File: src/rtl/kovacs_indicator_decoder.sv
// Receive-side decoder for the Kovacs three-level protocol indicator: classifies ADC
// samples, debounces level changes, tracks the phase sequence and measures phase lengths.
module kovacs_indicator_decoder #(
    parameter int CNT_W = 32
) (
    input  logic                    clk_i,
    input  logic                    rst_ni,
    input  logic signed [15:0]      indicator_i,
    input  logic signed [15:0]      th_low_i,
    input  logic signed [15:0]      th_high_i,
    input  logic        [15:0]      min_hold_i,
    input  logic                    clear_i,
    output logic        [1:0]       state_o,
    output logic                    phase_valid_o,
    output logic        [1:0]       phase_id_o,
    output logic        [CNT_W-1:0] phase_len_o,
    output logic        [CNT_W-1:0] cycle_count_o,
    output logic                    seq_err_o
);

    typedef enum logic [1:0] {
        FSM_UNKNOWN = 2'd0,
        FSM_ACQUIRE = 2'd1,
        FSM_LOCKED  = 2'd2
    } fsm_e;

    localparam logic [1:0]       LVL_LOW     = 2'd0;
    localparam logic [1:0]       LVL_RESC    = 2'd1;
    localparam logic [1:0]       LVL_FULL    = 2'd2;
    localparam logic [1:0]       LVL_UNKNOWN = 2'd3;
    localparam logic [CNT_W-1:0] CNT_ONE     = {{(CNT_W-1){1'b0}}, 1'b1};
    localparam logic [CNT_W-1:0] CNT_MAX     = '1;

    fsm_e             fsm_reg, fsm_next;
    logic [1:0]       class_reg, class_next;
    logic [1:0]       cand_reg;
    logic [15:0]      run_reg, run_next;
    logic [15:0]      hold_len;
    logic [1:0]       state_reg, state_next;
    logic [CNT_W-1:0] dur_reg, dur_next;
    logic             valid_reg, valid_next;
    logic [1:0]       id_reg, id_next;
    logic [CNT_W-1:0] len_reg, len_next;
    logic [CNT_W-1:0] cyc_reg, cyc_next;
    logic             err_reg, err_next;
    logic             accept;
    logic             legal;

    // LOW is tested first so it wins when the thresholds overlap.
    always_comb begin
        if (indicator_i < th_low_i) begin
            class_next = LVL_LOW;
        end else if (indicator_i >= th_high_i) begin
            class_next = LVL_FULL;
        end else begin
            class_next = LVL_RESC;
        end
    end

    // run_next is the length of the current class run including this cycle.
    always_comb begin
        hold_len = (min_hold_i == 16'd0) ? 16'd1 : min_hold_i;
        if (class_reg != cand_reg) begin
            run_next = 16'd1;
        end else if (run_reg == 16'hFFFF) begin
            run_next = run_reg;
        end else begin
            run_next = run_reg + 16'd1;
        end
        accept = (class_reg != state_reg) && (run_next >= hold_len);
        legal  = ((state_reg == LVL_LOW)  && (class_reg == LVL_FULL)) ||
                 ((state_reg == LVL_FULL) && (class_reg == LVL_RESC)) ||
                 ((state_reg == LVL_RESC) && (class_reg == LVL_LOW));
    end

    always_comb begin
        fsm_next   = fsm_reg;
        state_next = state_reg;
        dur_next   = (dur_reg == CNT_MAX) ? dur_reg : dur_reg + CNT_ONE;
        valid_next = 1'b0;
        id_next    = id_reg;
        len_next   = len_reg;
        cyc_next   = cyc_reg;
        err_next   = err_reg;
        if (accept) begin
            state_next = class_reg;
            dur_next   = CNT_ONE;
            case (fsm_reg)
                FSM_UNKNOWN: fsm_next = FSM_ACQUIRE;
                FSM_ACQUIRE: begin
                    // The first transition closes a partial phase: checked but never reported.
                    fsm_next = FSM_LOCKED;
                    if (!legal) begin
                        err_next = 1'b1;
                    end
                end
                FSM_LOCKED: begin
                    if (legal) begin
                        valid_next = 1'b1;
                        id_next    = state_reg;
                        len_next   = dur_reg;
                        if ((state_reg == LVL_RESC) && (cyc_reg != CNT_MAX)) begin
                            cyc_next = cyc_reg + CNT_ONE;
                        end
                    end else begin
                        err_next = 1'b1;
                    end
                end
                default: fsm_next = FSM_UNKNOWN;
            endcase
        end
        if (clear_i) begin
            cyc_next = '0;
            err_next = 1'b0;
        end
    end

    always_ff @(posedge clk_i or negedge rst_ni) begin
        if (!rst_ni) begin
            fsm_reg   <= FSM_UNKNOWN;
            class_reg <= LVL_UNKNOWN;
            cand_reg  <= LVL_UNKNOWN;
            run_reg   <= 16'd0;
            state_reg <= LVL_UNKNOWN;
            dur_reg   <= '0;
            valid_reg <= 1'b0;
            id_reg    <= 2'd0;
            len_reg   <= '0;
            cyc_reg   <= '0;
            err_reg   <= 1'b0;
        end else begin
            fsm_reg   <= fsm_next;
            class_reg <= class_next;
            cand_reg  <= class_reg;
            run_reg   <= run_next;
            state_reg <= state_next;
            dur_reg   <= dur_next;
            valid_reg <= valid_next;
            id_reg    <= id_next;
            len_reg   <= len_next;
            cyc_reg   <= cyc_next;
            err_reg   <= err_next;
        end
    end

    assign state_o       = state_reg;
    assign phase_valid_o = valid_reg;
    assign phase_id_o    = id_reg;
    assign phase_len_o   = len_reg;
    assign cycle_count_o = cyc_reg;
    assign seq_err_o     = err_reg;

endmodule

File: config.mk
export PLATFORM = sky130hd
export DESIGN_NAME = kovacs_indicator_decoder
export DESIGN_NICKNAME = d
export VERILOG_FILES = /design/src/rtl/kovacs_indicator_decoder.sv
export SDC_FILE = /design/constraint.sdc
export NUM_CORES = 1
export LEC_CHECK = 0
export CAP_MARGIN = 20
export CORE_MARGIN = 2
export CORE_UTILIZATION = 53
export DETAILED_ROUTE_END_ITERATION = 7
export PLACE_DENSITY = 0.81
export SYNTH_ARGS = -nofsm -noshare
export SYNTH_HDL_FRONTEND = slang
export SYNTH_SLANG_ARGS = --single-unit
File: constraint.sdc
create_clock -name clk_i -period 4.4 [get_ports clk_i]
set_input_delay 0.66 -clock clk_i [delete_from_list [all_inputs] [get_ports clk_i]]
set_output_delay 0.66 -clock clk_i [all_outputs]
set_load 0.005 [all_outputs]
==> results of run 1 <==
## per-stage QoR
step | util (%) | hold WS [ns] | area [um2] | setup WS (ns)
after CTS | 69.3 | 0.319 | 9580 | 0.343
after detailed placement | 64.9 | 0.423 | 8980 | 0.378
after global placement | 64.9 | 0.421 | 8980 | 0.429
after floorplan | - | 0.352 | 7480 | 0.426
final | 69.3 | 0.284 | 9580 | 0.328
after global routing | 69.3 | 0.348 | 9580 | 0.113
## how the worst max path moves through the flow
stage	from	end	slack [ns]	cells past startpoint
after floorplan	run_reg[0]	phase_len_o[10]	0.43	17
after global placement	run_reg[0]	cycle_count_o[13]	0.43	14
after detailed placement	run_reg[0]	fsm_reg[1]	0.38	14
after CTS	run_reg[0]	fsm_reg[1]	0.34	14
after global routing	run_reg[0]	cycle_count_o[10]	0.11	14
final	run_reg[0]	fsm_reg[1]	0.33	14
## power breakdown
part | leakage (uW) | total (uW) | internal (uW) | switching [uW]
clock | 0.000292 | 1390 | 860 | 529
sequential | 0.00158 | 1460 | 1280 | 176
combinational | 0.00231 | 677 | 293 | 384
total | 0.00418 | 3520 | 2430 | 1090
## synth_stat cells, types with 17 or more instances
master,number
xor2_1,25
a21oi_1,36
o21ai_0,29
or3_1,20
dfrtp_1,118
nor3_1,17
inv_1,60
and3_1,18
ha_1,53
nand4_1,43
mux2_2,18
nand2_1,36
nand3_1,23
mux2_4,28
clkbuf_1,17
nor2_1,72
## worst max-delay path, cell delays in order, from the launching register on
cell and delay, ns:
dfrtp_1 0.40, ha_1 0.24, and3_1 0.17, nand4_1 0.11, or2_2 0.39, xor2_1 0.16, or2_2 0.28, inv_1 0.06
ha_1 0.21, nand2b_1 0.14, a2111o_1 0.41, a32oi_2 0.30, and3_4 0.60, nor3_1 0.16, mux2_2 0.31
## layout make-up
cell class | instances | area [um2] | area share, %
clock buffer | 18 | 439 | 4.59
clock inverter | 14 | 160 | 1.67
inverter | 60 | 225 | 2.35
multi-input combinational | 541 | 3980 | 41.6
sequential | 124 | 3110 | 32.5
tap | 180 | 225 | 2.35
timing repair buffer | 144 | 1430 | 14.9
## cell families (layout without fill, tap and decap cells)
logic type / count (synthesis) / in the layout / synth area share, %
AND/OR/NAND/NOR: 293 / 293 / 21.9
flip-flops: 124 / 124 / 41.6
AO/OA/AOI/OAI: 102 / 102 / 8.49
buffers and inverters: 89 / 236 / 5.12
adder cells (fa/ha/maj): 53 / 53 / 8.87
multiplexers: 52 / 52 / 9.19
XOR/XNOR: 41 / 41 / 4.80
## metal layers
metal / routed length, um / track usage [%] / share of wire [%]
met1: 7190 / 29.6 / 43
met2: 8110 / 39.0 / 49
met3: 1020 / 5.95 / 6.1
met4: 292 / 7.69 / 1.8
met5: 0 / 0 / 0
==> reports/summary.txt, run 1 <==
STA
-------------------------------------------------------------------------------------
Count of endpoints failing hold in the final timing report                          0
Highest clock rate                                                            246 MHz
RSZ-0062 raised after global routing                                               no
Max-slew headroom                                                               42.7%
Max-slew violations                                                                 0
Actual transition at the worst max-transition pin                            0.857 ns
Final Skew                                                                 0.00993 ns
Fraction of the cycle the final worst path needs                                92.5%
Shortest clock period the worst path allows after layout                      4.07 ns
Total negative slack for setup checks                                            0 ns
Final number of setup-violating endpoints                                           0

ROUTE
-------------------------------------------------------------------------------------
Routed wirelength normalized by instance count                                15.4 um
Routed vias/inst                                                                 5.64
Violation count after the first detailed-routing iteration                        493
Total DRC errors in the routed layout                                               0
Via count                                                                       6,096
Number of optimization iterations in the first detailed-route pass                  7
Residual antenna-violating net count after detailed routing                         0
Wirelength, routed                                                            16.6 mm

FINISH
-------------------------------------------------------------------------------------
Diode count                                                                         0
Non-Filler Instances                                                            1,081
Count of fill cells added during filler insertion                               1,030
Most frequent standard cell in the layout excluding fill and tap cells   clkdlybuf4s50_1
Synthesis-to-finish area growth                                                 28.1%
Commonest cells after routing, fill and taps aside                       clkdlybuf4s50_1, dfrtp_1, nor2_1
Fraction of final layout cells sized beyond drive strength 1                    12.7%
Final layout net count                                                          1,008

FLOORPLANNING
-------------------------------------------------------------------------------------
Site row count                                                                     43
Initial core utilization                                                        54.1%
CORE AREA                                                                  0.0138 mm2
Die area                                                                   0.0151 mm2
Height of the chip                                                             123 um
Die X-Extent                                                                   123 um
Number of ports placed on the die boundary                                        137

SYNTH
-------------------------------------------------------------------------------------
Post-synth top area share                                                       39.5%
Synthesized netlist net count                                                     874
Leading post-synthesis cells by cell area                                dfrtp_1, ha_1, mux2_4
Total of flip-flops plus latches after synthesis                                  124
Synthesis warning total                                                             0
Area leader, netlist                                                          dfrtp_1
Number of enable-type register cells in the synthesized netlist                     0
Synth Instances                                                                   754
Mapped Avg Cell Area                                                         9.92 um2
Sequential share of the synthesized area                                        41.6%
Share of synthesized registers carrying an async set or reset                    100%
Count of different cell masters after synthesis                                    61
Synth Flop Type                                                               dfrtp_1
Area of the mapped netlist                                                0.00748 mm2

PLACEMENT
-------------------------------------------------------------------------------------
Number of placed instances with taps included                                   1,049
RD Place Congestion                                                             0.864
Half-perimeter wire length after placement                                    12.0 mm
IO buf count                                                                      136

CRITICAL PATH
-------------------------------------------------------------------------------------
Reg-to-reg slack, setup                                                       0.33 ns
Endpoint kind of the worst setup timing path                                flip-flop
Origin of the critical flop-to-flop path                                   run_reg[0]
Required time of the critical path                                            4.69 ns
Crit Path Class                                                          flip-flop to flip-flop
Worst Reg2Reg Path Length in Cells                                                 14
Largest fanout of any net on the critical path                                     58
Crit path launch type                                                       flip-flop
Arrival time reported for the critical path endpoint                          4.37 ns
Worst R2R End                                                              fsm_reg[1]

CLOCK NETWORK
-------------------------------------------------------------------------------------
Deepest clock path buffer count                                                     2
Post-CTS Repair Setup Buffers                                                       0
Clock transition at the registers of the reported paths                       0.06 ns
Number of hold buffers added after CTS                                              0
Clk Latency, worst-skew pair                                                  0.41 ns
CTS tree                                                                          yes
Root buffer selected by CTS                                                 clkbuf_16
Number of sinks handled by clock tree synthesis                                   124
Inserted Clock Buffers                                                             17
H-tree depth reported by CTS                                                        4
PostCTS Resize Cnt                                                                  0

POWER AND IR DROP
-------------------------------------------------------------------------------------
Highest ir drop seen on vdd                                                  0.264 mV
Overall power after layout                                                    3520 uW
Power density relative to cell area                                        368 mW/mm2
Static leakage                                                             0.00418 uW

GRT
-------------------------------------------------------------------------------------
Number of antenna violations at the first check in global routing                   0
Sum of overflow across all layers after global routing                              0
Pin count of the biggest net entering global routing                               59
Wire length of the first global-routing pass                                  28.1 mm
Total global-route track usage                                                  23.4%
Vias in the first global route                                                  5,923

MIN PATH
-------------------------------------------------------------------------------------
Min-Delay Path Class                                                     primary input to async pin

RUN
-------------------------------------------------------------------------------------
Count of maximum capacitance violations                                             0

RUN STATUS
-------------------------------------------------------------------------------------
Run status                                                               finished, final reports clean

Power figures use the tool's default switching activity.
==> run 2, diff against run 1 <==
--- a/config.mk
+++ b/config.mk
@@ -7,9 +7,10 @@
 export LEC_CHECK = 0
 export CAP_MARGIN = 20
 export CORE_MARGIN = 2
-export CORE_UTILIZATION = 53
+export CORE_UTILIZATION = 30
 export DETAILED_ROUTE_END_ITERATION = 7
-export PLACE_DENSITY = 0.81
+export DONT_BUFFER_PORTS = 1
+export PLACE_DENSITY = 0.44
 export SYNTH_ARGS = -nofsm -noshare
 export SYNTH_HDL_FRONTEND = slang
 export SYNTH_SLANG_ARGS = --single-unit
==> run 2 against run 1 <==
  * Worst setup slack worse by 0.055 ns
  * Power fell by 5.9%
  * Sequential power about the same
  * Sequential cell count stayed put
  * Die area grew 74%
  * Critical endpoint is now phase_len_o[11]
  * Clock-buffer cell count did not move
  * Register-to-register slack got worse by 0.06 ns
==> reports/summary.txt, run 2 (synthesized netlist as in run 1, its figures left out) <==
MIN PATH
-------------------------------------------------------------------------------------
Min-Delay Path Class                                                     primary input to async pin

CRITICAL PATH
-------------------------------------------------------------------------------------
Capture point of the critical path                                       phase_len_o[11]
Endpoint kind of the worst setup timing path                                flip-flop
Worst R2R End                                                            phase_len_o[11]
Crit path launch type                                                       flip-flop
Arrival time reported for the critical path endpoint                          4.42 ns
Reg-to-reg slack, setup                                                       0.27 ns
Required time of the critical path                                            4.69 ns
Worst Reg2Reg Path Length in Cells                                                 14
Origin of the critical flop-to-flop path                                  run_reg[11]
Crit Path Class                                                          flip-flop to flip-flop
Startpoint of the worst setup timing path                                 run_reg[11]
Largest fanout of any net on the critical path                                     33

STA
-------------------------------------------------------------------------------------
Fraction of the cycle the final worst path needs                                93.8%
Final number of setup-violating endpoints                                           0
Final Skew                                                                 0.00840 ns
Total negative slack for setup checks                                            0 ns
Max-slew headroom                                                               49.0%
RSZ-0062 raised after global routing                                               no
Count of endpoints failing hold in the final timing report                          0
Worst Hold Slack                                                            0.0985 ns
Max-slew violations                                                                 0
Actual transition at the worst max-transition pin                            0.759 ns
Highest clock rate                                                            242 MHz
Shortest clock period the worst path allows after layout                      4.13 ns

POWER AND IR DROP
-------------------------------------------------------------------------------------
Overall power after layout                                                    3320 uW
Static leakage                                                             0.00363 uW
Power density relative to cell area                                        396 mW/mm2
Highest ir drop seen on vdd                                                  0.268 mV

CLOCK NETWORK
-------------------------------------------------------------------------------------
Clk Latency, worst-skew pair                                                  0.41 ns
Deepest clock path buffer count                                                     2
Number of sinks handled by clock tree synthesis                                   124
H-tree depth reported by CTS                                                        4
Root buffer selected by CTS                                                 clkbuf_16
Inserted Clock Buffers                                                             17
Clock transition at the registers of the reported paths                       0.06 ns
CTS tree                                                                          yes

GRT
-------------------------------------------------------------------------------------
Sum of overflow across all layers after global routing                              0
Vias in the first global route                                                  5,864
Wire length of the first global-routing pass                                  30.3 mm
Pin count of the biggest net entering global routing                              119
Number of antenna violations at the first check in global routing                   0
Total global-route track usage                                                  14.3%

FINISH
-------------------------------------------------------------------------------------
Final standard cell area without fillers                                  0.00836 mm2
Fraction of final layout cells sized beyond drive strength 1                    14.8%
Diode count                                                                         0
Commonest cells after routing, fill and taps aside                       dfrtp_1, nor2_1, inv_1
Most frequent standard cell in the layout excluding fill and tap cells        dfrtp_1
Count of fill cells added during filler insertion                               2,495
Final layout net count                                                            871
Synthesis-to-finish area growth                                                 11.8%

FLOORPLANNING
-------------------------------------------------------------------------------------
Number of ports placed on the die boundary                                        137
Height of the chip                                                             162 um
Initial core utilization                                                        30.7%
Site row count                                                                     57
Die area                                                                   0.0262 mm2
Die X-Extent                                                                   162 um
CORE AREA                                                                  0.0244 mm2

ROUTE
-------------------------------------------------------------------------------------
Total DRC errors in the routed layout                                               0
Routed wirelength normalized by instance count                                16.9 um
Violation count after the first detailed-routing iteration                        222
Residual antenna-violating net count after detailed routing                         0
Number of optimization iterations in the first detailed-route pass                  6
Routed vias/inst                                                                 5.15
Via count                                                                       5,601
Wirelength, routed                                                            18.4 mm

PLACEMENT
-------------------------------------------------------------------------------------
Half-perimeter wire length after placement                                    12.9 mm
IO buf count                                                                        0
RD Place Congestion                                                             0.793
Placed standard-cell area                                                 0.00777 mm2

RUN STATUS
-------------------------------------------------------------------------------------
Run status                                                               finished, final reports clean

RUN
-------------------------------------------------------------------------------------
Count of maximum capacitance violations                                             0

-- run 2: through the flow --
step	instances	setup WS (ns)	util [%]
3_3_place_gp	1054	0.276	31.9
6_report	1088	0.273	34.3
5_1_grt	1088	0.0238	34.3
4_1_cts	1087	0.179	34.2
3_5_place_dp	1054	0.197	31.9
2_1_floorplan	754	0.426	-
-- run 2: per-layer routing --
metal | routed length, um | track usage, %
met2 | 9080 | 24.6
met1 | 7780 | 16.8
met4 | 289 | 4.34
met3 | 1230 | 4.72
met5 | 0 | 0
-- run 2: worst min path at each step --
stage / endpoint / slack, ns
4_1_cts: state_o[0] / 0.07
3_5_place_dp: phase_len_o[21] / 0.37
6_report: state_o[0] / 0.1
5_1_grt: state_o[0] / 0.07
2_1_floorplan: cand_reg[1] / 0.35
3_3_place_gp: phase_len_o[21] / 0.37
-- run 2: what timing repair did --
| item | CTS | global route |
|---|---|---|
| setup buffers | 0 | 0 |
| resized for setup | 0 | 3 |
| endpoints found under the hold margin | 118 | 0 |
| hold buffers | 1 | 0 |
| setup endpoints to repair | 0 | 13 |
-- run 2: layout make-up --
class                           count  area, um2  share of cell area (%)
Multi-Input combinational cell    542       4020                    48.0
Sequential cell                   124       3110                    37.2
Timing Repair Buffer                6       77.6                   0.928
Inverter                           60        225                    2.69
Clock buffer                       18        429                    5.13
Tap cell                          324        405                    4.85
Clock inverter                     14       98.8                    1.18
-- run 2: power breakdown --
part | switching, uW | leakage [uW] | internal, uW
clock | 528 | 0.000252 | 718
combinational | 372 | 0.00180 | 246
sequential | 172 | 0.00158 | 1280
-- run 2: worst max-delay path, stage by stage, from the launching register on --
cell and delay, ns:
dfrtp_1 0.39, nand3_1 0.19, or2_2 0.37, or2_2 0.36, xor2_1 0.17, or2_2 0.29
inv_1 0.07, ha_1 0.22, nand2b_1 0.14, a2111o_1 0.46, a32oi_4 0.36, a31oi_2 0.15
and3_2 0.29, buf_12 0.20, mux2_4 0.32
